File: src/rtl/fetch_sequencer_pkg.sv
// Shared types and constants for the instruction fetch sequencer.
//   state_t              : FSM state encoding (2 bits)
//   DEFAULT_RESET_VECTOR : PC value loaded on reset
//   DEFAULT_EXC_VECTOR   : redirect target on exception or misaligned target
//   PC_INCR              : sequential PC step
package fetch_sequencer_pkg;

   localparam int unsigned XLEN = 32;

   typedef enum logic [1:0] {
      IDLE  = 2'd0,
      FETCH = 2'd1,
      ISSUE = 2'd2,
      DRAIN = 2'd3
   } state_t;

   localparam logic [XLEN-1:0] DEFAULT_RESET_VECTOR = 32'h0000_0000;
   localparam logic [XLEN-1:0] DEFAULT_EXC_VECTOR   = 32'h0000_0180;
   localparam logic [XLEN-1:0] PC_INCR              = 32'd4;

endpackage

File: src/rtl/fetch_sequencer_pc.sv
// Program counter register with load enable.
//   clk, reset : clock, synchronous active-high reset (loads RESET_VALUE)
//   enable     : load data_in on the next edge
//   data_in    : next PC value
//   data_out   : current PC value
module pc #(
   parameter logic [31:0] RESET_VALUE = 32'h0000_0000
) (
   input  logic        clk,
   input  logic        reset,
   input  logic        enable,
   input  logic [31:0] data_in,
   output logic [31:0] data_out
);

   always_ff @(posedge clk) begin
      if (reset)       data_out <= RESET_VALUE;
      else if (enable) data_out <= data_in;
   end

endmodule

File: src/rtl/fetch_sequencer.sv
// Instruction fetch sequencer: requests words from instruction memory,
// issues them downstream, and handles redirects (exception > jump > branch).
//   clk, reset                 : clock, synchronous active-high reset
//   stall                      : downstream hold, blocks sequential PC advance
//   exception, jump, branch_taken, jump_target, branch_target : redirects
//   imem_req/addr/ack/rdata    : instruction-memory handshake
//   instr_out/valid/ready      : instruction issue handshake
//   pc_out                     : address of instruction in flight or held
//   addr_err                   : one-cycle pulse on misaligned redirect target
module fetch_sequencer
   import fetch_sequencer_pkg::*;
#(
   parameter logic [31:0] RESET_VECTOR = DEFAULT_RESET_VECTOR,
   parameter logic [31:0] EXC_VECTOR   = DEFAULT_EXC_VECTOR
) (
   input  logic        clk,
   input  logic        reset,
   input  logic        stall,
   input  logic        exception,
   input  logic        jump,
   input  logic        branch_taken,
   input  logic [31:0] jump_target,
   input  logic [31:0] branch_target,
   output logic        imem_req,
   output logic [31:0] imem_addr,
   input  logic        imem_ack,
   input  logic [31:0] imem_rdata,
   output logic [31:0] instr_out,
   output logic        instr_valid,
   input  logic        instr_ready,
   output logic [31:0] pc_out,
   output logic        addr_err
);

   state_t            state, next_state;
   logic [XLEN-1:0]   pending, pending_next;
   logic [XLEN-1:0]   instr_next;
   logic              valid_next;
   logic              err_next;
   logic              pc_en;
   logic [XLEN-1:0]   pc_next;

   logic              redirect;
   logic              misaligned;
   logic [XLEN-1:0]   raw_target;
   logic [XLEN-1:0]   target;

   // Redirect arbitration; misaligned targets fall back to the exception vector
   always_comb begin
      redirect   = exception | jump | branch_taken;
      raw_target = exception ? EXC_VECTOR : (jump ? jump_target : branch_target);
      misaligned = redirect && (raw_target[1:0] != 2'b00);
      target     = misaligned ? EXC_VECTOR : raw_target;
   end

   pc #(.RESET_VALUE(RESET_VECTOR)) u_pc (
      .clk      (clk),
      .reset    (reset),
      .enable   (pc_en),
      .data_in  (pc_next),
      .data_out (pc_out)
   );

   // State register
   always_ff @(posedge clk) begin
      if (reset) state <= IDLE;
      else       state <= next_state;
   end

   // Next-state and datapath control
   always_comb begin
      next_state   = state;
      pc_en        = 1'b0;
      pc_next      = pc_out;
      pending_next = pending;
      instr_next   = instr_out;
      valid_next   = instr_valid;
      err_next     = 1'b0;
      unique case (state)
         IDLE: begin
            next_state = FETCH;
            valid_next = 1'b0;
            if (redirect) begin
               pc_en    = 1'b1;
               pc_next  = target;
               err_next = misaligned;
            end
         end
         FETCH: begin
            if (imem_ack) begin
               if (redirect) begin
                  // Returned word belongs to the abandoned path
                  pc_en    = 1'b1;
                  pc_next  = target;
                  err_next = misaligned;
               end else begin
                  instr_next = imem_rdata;
                  valid_next = 1'b1;
                  next_state = ISSUE;
               end
            end else if (redirect) begin
               // Request already outstanding: keep it and drain its response
               pending_next = target;
               err_next     = misaligned;
               next_state   = DRAIN;
            end
         end
         ISSUE: begin
            if (redirect) begin
               pc_en      = 1'b1;
               pc_next    = target;
               err_next   = misaligned;
               valid_next = 1'b0;
               next_state = FETCH;
            end else if (instr_ready && !stall) begin
               pc_en      = 1'b1;
               pc_next    = pc_out + PC_INCR;
               valid_next = 1'b0;
               next_state = FETCH;
            end
         end
         DRAIN: begin
            valid_next = 1'b0;
            if (redirect) begin
               pending_next = target;
               err_next     = misaligned;
            end
            if (imem_ack) begin
               // Latest redirect wins, including one arriving with the ack
               pc_en      = 1'b1;
               pc_next    = redirect ? target : pending;
               next_state = FETCH;
            end
         end
         default: next_state = IDLE;
      endcase
   end

   // Output and holding registers
   always_ff @(posedge clk) begin
      if (reset) begin
         pending     <= '0;
         instr_out   <= '0;
         instr_valid <= 1'b0;
         addr_err    <= 1'b0;
         imem_req    <= 1'b0;
      end else begin
         pending     <= pending_next;
         instr_out   <= instr_next;
         instr_valid <= valid_next;
         addr_err    <= err_next;
         imem_req    <= (next_state == FETCH) || (next_state == DRAIN);
      end
   end

   // Address held in pc_out until the request completes
   assign imem_addr = pc_out;

endmodule

File: config.mk
export PLATFORM = sky130hd
export DESIGN_NAME = fetch_sequencer
export DESIGN_NICKNAME = d
export VERILOG_FILES = /design/src/rtl/fetch_sequencer_pkg.sv /design/src/rtl/fetch_sequencer_pc.sv /design/src/rtl/fetch_sequencer.sv
export SDC_FILE = /design/constraint.sdc
export NUM_CORES = 1
export LEC_CHECK = 0
export BUFFER_PORTS_ARGS = -buffer_cell sky130_fd_sc_hd__buf_2
export CAP_MARGIN = 20
export CORE_MARGIN = 1
export CORE_UTILIZATION = 30
export DETAILED_ROUTE_END_ITERATION = 7
export HOLD_SLACK_MARGIN = 0.08
export SLEW_MARGIN = 25
export SYNTH_ARGS = -nofsm -noshare
export SYNTH_HDL_FRONTEND = slang
export SYNTH_HIERARCHICAL = 1
export SYNTH_SLANG_ARGS = --single-unit
File: constraint.sdc
create_clock -name clk -period 3.5 [get_ports clk]
set_input_delay 0.35 -clock clk [delete_from_list [all_inputs] [get_ports clk]]
set_output_delay 0.35 -clock clk [all_outputs]
set_load 0.02 [all_outputs]
==> flow_metrics.py, run 1 <==
metrics = {
    "global_route": {
        "initial_antenna_violation_count": 0,
        "grt-ovfl-total": 0,
        "globalRouteTotalUtil_pct": 20.7,
        "first_global_vias": 5813,
        "grt_pass1_wl_um": 34200,
        "grt_max_degree": 56,
    },
    "yosys": {
        "synth.largest_area_cell": "dfxtp_1",
        "syn_nets": 915,
        "async_flop_share_pct": 0,
        "yosys_most_used_dff": "dfxtp_1",
        "synth_area_per_cell_um2": 7.69,
        "synth-seq-cells": 100,
        "post-synth-top-count-cell": "nand2_1",
        "synth_enable_flop_cells": 0,
        "synthTopCellsByArea": "dfxtp_1 32%, mux2i_1 8.7%, a21oi_1 7.5%",
        "synth_cell_type_count": 73,
        "yosysSeqAreaShare_pct": 32.2,
        "synth_area_um2": 6230,
        "synth_top_cells_by_count": "111 x nand2_1, 100 x dfxtp_1, 93 x a21oi_1",
        "top_area_cell_type_share_of_the_netlist_area_pct": 32.2,
        "synth_warnings": 6,
        "count_of_mapped_cells_out_of_synthesis": 810,
    },
    "power_and_ir_drop": {
        "power_switching_share_pct": 31.4,
        "p_clk_share_pct": 38.4,
        "powerDensity_nw_per_um2": 374,
        "power.share.sequential_pct": 43.2,
        "portion_of_total_power_attributed_to_combinational_logic_pct": 18.4,
        "p_sw_uw": 888,
        "p_leak_uw": 0.00322,
        "p_total_uw": 2830,
        "vdd_ir_drop_max_uv": 245,
        "internal-power_uw": 1940,
    },
    "routing": {
        "vias": 6641,
        "finalWirelength_um": 22500,
        "drt-wirelength-per-cell_um": 18.3,
        "drt_iter0_markers": 725,
        "drt_drc_violations_left": 0,
        "drt_pre_antenna_iters": 5,
        "average_via_count_per_standard_cell": 5.39,
        "route.antenna.remaining_nets": 0,
    },
    "final_layout": {
        "syn_to_final_growth_pct": 21.5,
        "seqCellArea_um2": 2000,
        "nFillCells": 2166,
        "final_net_count": 1063,
        "insertedDiodeCount": 0,
        "layout-drive-gt1-share_pct": 28.2,
        "area_taken_by_multi_input_logic_gates_um2": 3620,
    },
    "flow_run": {
        "cap_violations": 0,
    },
    "sta": {
        "final-max-slew-violation-count": 0,
        "report.final.hold_viol_count": 0,
        "grt_setup_unrepaired": "no",
        "finalClockSkew_ps": 9.80,
        "layout_worst_path_cycle_share_pct": 74.6,
        "max_freq_mhz": 383,
        "minimum_period_implied_by_the_final_worst_setup_slack_ps": 2610,
        "max_slew.worst_pin.slew_ps": 891,
        "timing.final.setup_violations": 0,
        "slew-limit-headroom_pct": 40.4,
        "totalNegativeSetupSlack_ps": 0,
    },
    "clocking": {
        "cts.clk_slew.worst_paths_ps": 80,
        "clkLatencyLatePin_ps": 370,
        "clock-sinks": 100,
        "tritoncts": "yes",
        "post_cts_buffers": 0,
        "cts_inserted_buffers": 9,
        "clock-root-buffer": "clkbuf_16",
        "h-tree-depth": 3,
        "clk_path_buf_depth": 2,
        "ctsHoldBuffers": 0,
        "ctsResizeCount": 0,
    },
    "placement": {
        "placement.io_buffers": 202,
        "dp_hpwl_um": 16300,
        "gp_routability_congestion": 0.866,
    },
    "die": {
        "die_width_um": 146,
        "die_h_um": 146,
        "io_pins": 203,
        "start_util_pct": 30.7,
        "die_area_um2": 21300,
        "rows": 52,
        "core-area_um2": 20300,
    },
    "critical_path": {
        "cp-end-kind": "register",
        "cp_data_arrival_time_ps": 2910,
        "start_kind": "register",
        "critPathMaxFanout": 19,
        "timing.setup.critical_path_class": "register to register",
        "required_ps": 3800,
    },
    "hold_path": {
        "hold_class": "primary input to register",
    },
    "outcome": {
        "status": "finished clean",
    },
}
-- registers in the layout, summed over array words and instances, names as in the netlist --
name           cells
state              1
u_pc/data_out     32
pending           32
imem_req           1
addr_err           1
instr_out         32
instr_valid        1
-- layout make-up --
type / instances / share of cell area [%]
Clock buffer: 9 / 2.98
Clock inverter: 7 / 1.21
Inverter: 8 / 0.397
Multi-Input combinational cell: 609 / 47.9
Sequential cell: 100 / 26.5
Tap cell: 270 / 4.47
Timing Repair Buffer: 230 / 16.6
-- metrics by stage --
stage	cell area (um^2)	utilization (%)	hold WS, ps	std cells	setup slack (ps)
floorplan	6230	-	422	810	1120
global placement	7220	35.6	439	1216	773
detailed placement	7250	35.7	445	1217	775
CTS	7570	37.3	205	1233	979
global route	7570	37.3	203	1233	813
finish	7570	37.3	212	1233	889
-- per-layer routing --
metal	GRT usage (%)	vias to the layer above	part of all wire, %
li1	-	3179	-
met1	28.7	3037	44
met2	31.2	392	44
met3	5.28	33	10
met4	6.72	0	1.8
met5	0	-	0
-- worst max-delay path: stages, from the launching register on --
cell	delay (ps)
dfxtp_1	790
buf_4	320
inv_1	210
nor2_1	530
a22o_1	210
nand2_1	50
a41oi_1	240
mux2i_1	100
nor2_1	90
-- power groups by stage --
stage	Clock, uW	Combinational [uW]	Sequential (uW)
after CTS	1110	517	1220
after global placement	0	511	1250
after global routing	1150	559	1230
after detailed placement	0	515	1250
final	1090	521	1220
after floorplan	0	327	1250
-- cells in the final DEF (no fill, tap or decap), types with 3 or more instances in the layout --
cell / count
a311oi_1: 3
a21o_1: 3
a32oi_1: 3
o21a_1: 3
buf_2: 201
o21ai_0: 44
inv_6: 3
o221ai_1: 10
a222oi_1: 4
a21oi_1: 92
nand2b_1: 3
dfxtp_1: 100
a221oi_1: 3
a22o_1: 8
nand3_1: 19
o22ai_1: 7
nor4_1: 8
inv_1: 7
clkbuf_16: 9
and3_2: 3
and3_1: 5
mux2i_1: 54
nand4_1: 7
xnor2_1: 16
nor3_1: 30
nor2_1: 90
nand2_1: 111
mux2_2: 8
buf_4: 27
or3_1: 3
and4_1: 4
a22oi_1: 11
nor2b_1: 4
nor3b_1: 3
xor2_1: 5
-- final timing paths --
path,start,endpoint,slack [ps],depth (start not counted)
min reg2reg,pending[10],pending[10],460,2
max,state[1],u_pc/data_out[10],890,8
min,imem_rdata[25],instr_out[25],210,3
max reg2reg,state[1],u_pc/data_out[10],890,8
-- cell families after synthesis --
family,share of synthesized area [%]
and+or+nand+nor,23.1
AOI/OAI and AO/OA,21.4
buffers and inverters,10.1
DFF,32.2
muxes,10.1
xor gates and xnor gates,2.95
adders and majority gates,0.201
(Power assumes the default switching activity.)
==> run 2, diff against run 1 <==
Clock period 3.5 ns to 2.4 ns, I/O delays scaled along.
==> flow_metrics.py, run 2 (synthesized netlist as in run 1, its figures left out) <==
metrics = {
    "critical_path": {
        "cp-end-kind": "register",
        "start_kind": "register",
        "max_stage_delay_ps": 650,
        "cp_data_arrival_time_ps": 2530,
        "timing.setup.critical_path_class": "register to register",
        "r2r_slack_ps": 160,
        "critPathMaxFanout": 3,
        "required_ps": 2700,
        "worstPathCellList": "ha_1, nand4b_1, or4_2, xnor2_1, o21ai_0, a32oi_1, mux2i_1, nor2_1",
        "timing.rr.end": "u_pc/data_out[12]",
        "worst_r2r_path_depth": 8,
        "critical_path.reg2reg.startpoint": "u_pc/data_out[2]",
        "cpMaxStageDelayCell": "or4_2",
    },
    "sta": {
        "grt_setup_unrepaired": "no",
        "holdWs_ps": 99.1,
        "final.setup.worst_slack_ps": 164,
        "finalClockSkew_ps": 7.69,
        "totalNegativeSetupSlack_ps": 0,
        "minimum_period_implied_by_the_final_worst_setup_slack_ps": 2240,
        "layout_worst_path_cycle_share_pct": 93.2,
        "max_slew.worst_pin.slew_ps": 596,
        "timing.final.setup_violations": 0,
        "max_freq_mhz": 447,
        "slew-limit-headroom_pct": 60.3,
        "report.final.hold_viol_count": 0,
        "final-max-slew-violation-count": 0,
    },
    "die": {
        "core-area_um2": 20300,
        "die_h_um": 146,
        "rows": 52,
        "io_pins": 203,
        "die_area_um2": 21300,
        "die_width_um": 146,
        "start_util_pct": 30.7,
    },
    "final_layout": {
        "final_common_cell": "buf_2",
        "syn_to_final_growth_pct": 25.6,
        "layout-drive-gt1-share_pct": 31.0,
        "largestRegisters": "instr_out x32, pending x32, u_pc/data_out x32",
        "insertedDiodeCount": 0,
        "highest_count_cells_in_the_layout_ignoring_fill_and_taps": "201 x buf_2, 111 x nand2_1, 100 x dfxtp_1, 92 x a21oi_1, 90 x nor2_1",
        "final_net_count": 1101,
    },
    "clocking": {
        "clock-sinks": 100,
        "post_cts_buffers": 0,
        "tritoncts": "yes",
        "h-tree-depth": 3,
        "cts.clk_slew.worst_paths_ps": 80,
        "clkLatencyLatePin_ps": 370,
        "clk_path_buf_depth": 2,
        "clock-root-buffer": "clkbuf_16",
        "ctsHoldBuffers": 0,
        "ctsResizeCount": 0,
        "cts_inserted_buffers": 9,
    },
    "routing": {
        "finalWirelength_um": 22600,
        "drt_drc_violations_left": 0,
        "vias": 6721,
        "route.antenna.remaining_nets": 0,
        "drt_pre_antenna_iters": 6,
        "drt-wirelength-per-cell_um": 17.8,
        "average_via_count_per_standard_cell": 5.29,
        "drt_iter0_markers": 504,
    },
    "placement": {
        "gp_routability_congestion": 0.881,
        "placement.io_buffers": 202,
        "dp_hpwl_um": 16700,
        "dp_worst_setup_slack_ps": 93.9,
    },
    "global_route": {
        "initial_antenna_violation_count": 0,
        "first_global_vias": 6045,
        "grt-ovfl-total": 0,
        "globalRouteTotalUtil_pct": 21.0,
        "grt_pass1_wl_um": 34800,
        "grt_max_degree": 45,
    },
    "outcome": {
        "status": "finished clean",
    },
    "hold_path": {
        "worstHoldStart": "imem_rdata[2]",
        "worst_hold_path.endpoint": "instr_out[2]",
        "hold_class": "primary input to register",
        "min_path_cells": 3,
    },
    "power_and_ir_drop": {
        "vdd_ir_drop_max_uv": 405,
        "powerDensity_nw_per_um2": 516,
        "power_switching_share_pct": 31.8,
        "internal-power_uw": 2750,
        "p_sw_uw": 1280,
        "portion_of_total_power_attributed_to_combinational_logic_pct": 20.7,
        "p_leak_uw": 0.00339,
        "p_clk_share_pct": 36.0,
        "power.share.sequential_pct": 43.3,
    },
    "flow_run": {
        "cap_violations": 0,
    },
}
==> run 2: changes by cell type in the layout (fill, tap and decap cells not counted) <==
cell        delta
buf_12         +2
buf_16         -1
buf_4         +37
bufinv_16      -1
clkinv_2       +1
clkinv_8       -1
clkinvlp_4     +1
==> run 2: how the worst max path moves through the flow <==
stage | from | endpoint | depth (start not counted)
after floorplan | u_pc/data_out[5] | u_pc/data_out[17] | 8
after global placement | exception | u_pc/data_out[12] | 8
after detailed placement | exception | u_pc/data_out[12] | 8
after CTS | u_pc/data_out[2] | u_pc/data_out[12] | 8
after global routing | u_pc/data_out[2] | u_pc/data_out[12] | 8
final | u_pc/data_out[2] | u_pc/data_out[12] | 8
==> run 2: power groups by stage <==
| stage | logic (uW) | registers, uW | clock network, uW |
|---|---|---|---|
| global route | 905 | 1750 | 1570 |
| finish | 836 | 1750 | 1450 |
| CTS | 834 | 1750 | 1490 |
| detailed placement | 830 | 1790 | 0 |
| global placement | 825 | 1780 | 0 |
| floorplan | 477 | 1830 | 0 |
==> run 2: final cells by class <==
type	count	area, um^2
Inverter	8	30.0
Fill cell	2127	12500
Sequential cell	100	2000
Tap cell	270	338
Clock buffer	9	225
Clock inverter	7	57.6
Timing Repair Buffer	268	1550
Multi-Input combinational cell	609	3620
==> run 2: per-stage QoR <==
stage	area, um^2	total power, uW	instances	util (%)
3_5_place_dp	7540	2620	1255	37.1
6_report	7820	4030	1271	38.5
4_1_cts	7820	4070	1271	38.5
2_1_floorplan	6230	2310	810	-
3_3_place_gp	7540	2610	1255	37.1
5_1_grt	7820	4230	1271	38.5
==> run 2: layer usage <==
layer | wire, um | GRT usage, % | share of wire, % | vias up
met5 | 0 | 0 | 0 | -
met4 | 400 | 6.56 | 1.8 | 0
met3 | 2060 | 4.88 | 9.1 | 32
met2 | 10100 | 33.0 | 45 | 358
met1 | 10000 | 28.4 | 44 | 3087
li1 | - | - | - | 3244
==> run 2: worst max-delay path, delay by kind of cell, from the launching register on <==
kind	cells	cell delay (ps)
mux	1	100
compound gates	2	320
xor+xnor	1	260
simple gates	3	920
fa+ha+maj	1	200
flops	1	370
==> run 3, diff against run 2 <==
Settings changed: CTS_CLUSTER_SIZE set to 10, RECOVER_POWER set to 25.
==> flow_metrics.py, run 3 (synthesized netlist as in run 1, its figures left out) <==
metrics = {
    "clocking": {
        "tritoncts": "yes",
        "cts_inserted_buffers": 9,
        "clock-root-buffer": "clkbuf_16",
        "clkLatencyLatePin_ps": 370,
        "cts.clk_slew.worst_paths_ps": 80,
        "clock-sinks": 100,
        "h-tree-depth": 3,
        "ctsHoldBuffers": 0,
        "ctsResizeCount": 0,
        "clk_path_buf_depth": 2,
        "post_cts_buffers": 0,
    },
    "sta": {
        "final.setup.worst_slack_ps": 144,
        "finalClockSkew_ps": 9.25,
        "max_slew.worst_pin.slew_ps": 777,
        "grt_setup_unrepaired": "no",
        "max_freq_mhz": 443,
        "final-max-slew-violation-count": 0,
        "report.final.hold_viol_count": 0,
        "layout_worst_path_cycle_share_pct": 94.0,
        "totalNegativeSetupSlack_ps": 0,
        "minimum_period_implied_by_the_final_worst_setup_slack_ps": 2260,
        "timing.final.setup_violations": 0,
        "slew-limit-headroom_pct": 48.2,
    },
    "die": {
        "rows": 52,
        "core-area_um2": 20300,
        "die_area_um2": 21300,
        "die_width_um": 146,
        "start_util_pct": 30.7,
        "die_h_um": 146,
        "io_pins": 203,
    },
    "placement": {
        "placement.io_buffers": 202,
        "dp_hpwl_um": 16700,
        "gp_routability_congestion": 0.881,
        "placed_instance_area_um2": 7540,
        "dp_worst_setup_slack_ps": 93.9,
    },
    "hold_path": {
        "hold_class": "primary input to register",
    },
    "power_and_ir_drop": {
        "vdd_ir_drop_max_uv": 404,
        "power_switching_share_pct": 31.8,
        "powerDensity_nw_per_um2": 519,
        "portion_of_total_power_attributed_to_combinational_logic_pct": 20.7,
        "p_leak_uw": 0.00318,
        "p_sw_uw": 1280,
        "power.share.sequential_pct": 43.4,
        "internal-power_uw": 2750,
        "p_clk_share_pct": 35.9,
    },
    "critical_path": {
        "worstPathCellList": "ha_1, nand4b_1, or4_2, xnor2_1, o21ai_0, a32oi_1, mux2i_1, nor2_1",
        "critPathBufInv": 0,
        "required_ps": 2700,
        "timing.setup.critical_path_class": "register to register",
        "start_kind": "register",
        "critPathMaxFanout": 3,
        "r2r_slack_ps": 140,
        "timing.critical_path.max_delay_family": "simple AND/OR/NAND/NOR gates",
        "cpMaxStageDelayCell": "or4_2",
        "max_stage_delay_ps": 650,
        "cp_data_arrival_time_ps": 2550,
        "cp-end-kind": "register",
    },
    "global_route": {
        "first_global_vias": 6045,
        "globalRouteTotalUtil_pct": 21.0,
        "grt_pass1_wl_um": 34800,
        "grt-ovfl-total": 0,
        "initial_antenna_violation_count": 0,
        "grt_max_degree": 45,
    },
    "routing": {
        "average_via_count_per_standard_cell": 5.27,
        "vias": 6702,
        "route.antenna.remaining_nets": 0,
        "finalWirelength_um": 22500,
        "drt_drc_violations_left": 0,
        "drt_iter0_markers": 492,
        "drt_pre_antenna_iters": 5,
        "drt-wirelength-per-cell_um": 17.7,
    },
    "final_layout": {
        "nFillCells": 2146,
        "syn_to_final_growth_pct": 24.6,
        "insertedDiodeCount": 0,
        "largestRegisters": "instr_out x32, pending x32, u_pc/data_out x32",
        "finish.instance_area_um2": 7760,
        "final_net_count": 1101,
        "final_common_cell": "buf_2",
        "highest_count_cells_in_the_layout_ignoring_fill_and_taps": "153 x buf_2, 111 x nand2_1, 100 x dfxtp_1, 92 x a21oi_1, 90 x nor2_1",
        "layout-drive-gt1-share_pct": 26.2,
    },
    "outcome": {
        "status": "finished clean",
    },
    "flow_run": {
        "cap_violations": 0,
    },
}
## run 3: cell types whose count changed in the layout (fill, tap and decap cells not counted), sizes merged
cell	before	now
buf	268	219
clkbuf	9	58
## run 3: per-stage QoR
stage	hold slack (ps)	utilization [%]	power, uW	std cells
after CTS	89.5	38.5	4070	1271
final	101	38.2	4030	1271
after floorplan	312	-	2310	810
after global routing	88.8	38.2	4220	1271
after detailed placement	445	37.1	2620	1255
after global placement	439	37.1	2610	1255
## run 3: cell type report
type / count / area [um^2] / area share, %
multi-input combinational: 609 / 3620 / 46.7
sequential: 100 / 2000 / 25.8
timing repair buffer: 268 / 1480 / 19.1
tap: 270 / 338 / 4.35
clock buffer: 9 / 225 / 2.90
clock inverter: 7 / 57.6 / 0.742
inverter: 8 / 30.0 / 0.387
## run 3: worst paths after layout
| check | startpoint | to | depth (start not counted) |
|---|---|---|---|
| max | u_pc/data_out[2] | u_pc/data_out[12] | 8 |
| min | imem_rdata[5] | instr_out[5] | 3 |
| max reg2reg | u_pc/data_out[2] | u_pc/data_out[12] | 8 |
| min reg2reg | pending[2] | pending[2] | 2 |
## run 3: routing by layer
layer | wire (um) | share of wire, % | GRT usage, %
met3 | 1950 | 8.6 | 4.88
met2 | 10100 | 45 | 33.0
met5 | 0 | 0 | 0
met4 | 377 | 1.7 | 6.56
met1 | 10100 | 45 | 28.4
## run 3: tightest hold or removal path, delay by kind of cell
family,cells,cell delay (ps)
AO/OA/AOI/OAI,1,50
buffers and inverters,1,90
AND/OR/NAND/NOR,1,40
## run 3: power by group through the flow
stage / clock network, uW / logic, uW / registers [uW]
finish: 1450 / 831 / 1750
global placement: 0 / 825 / 1780
global route: 1570 / 900 / 1750
floorplan: 0 / 477 / 1830
CTS: 1490 / 834 / 1750
detailed placement: 0 / 830 / 1790
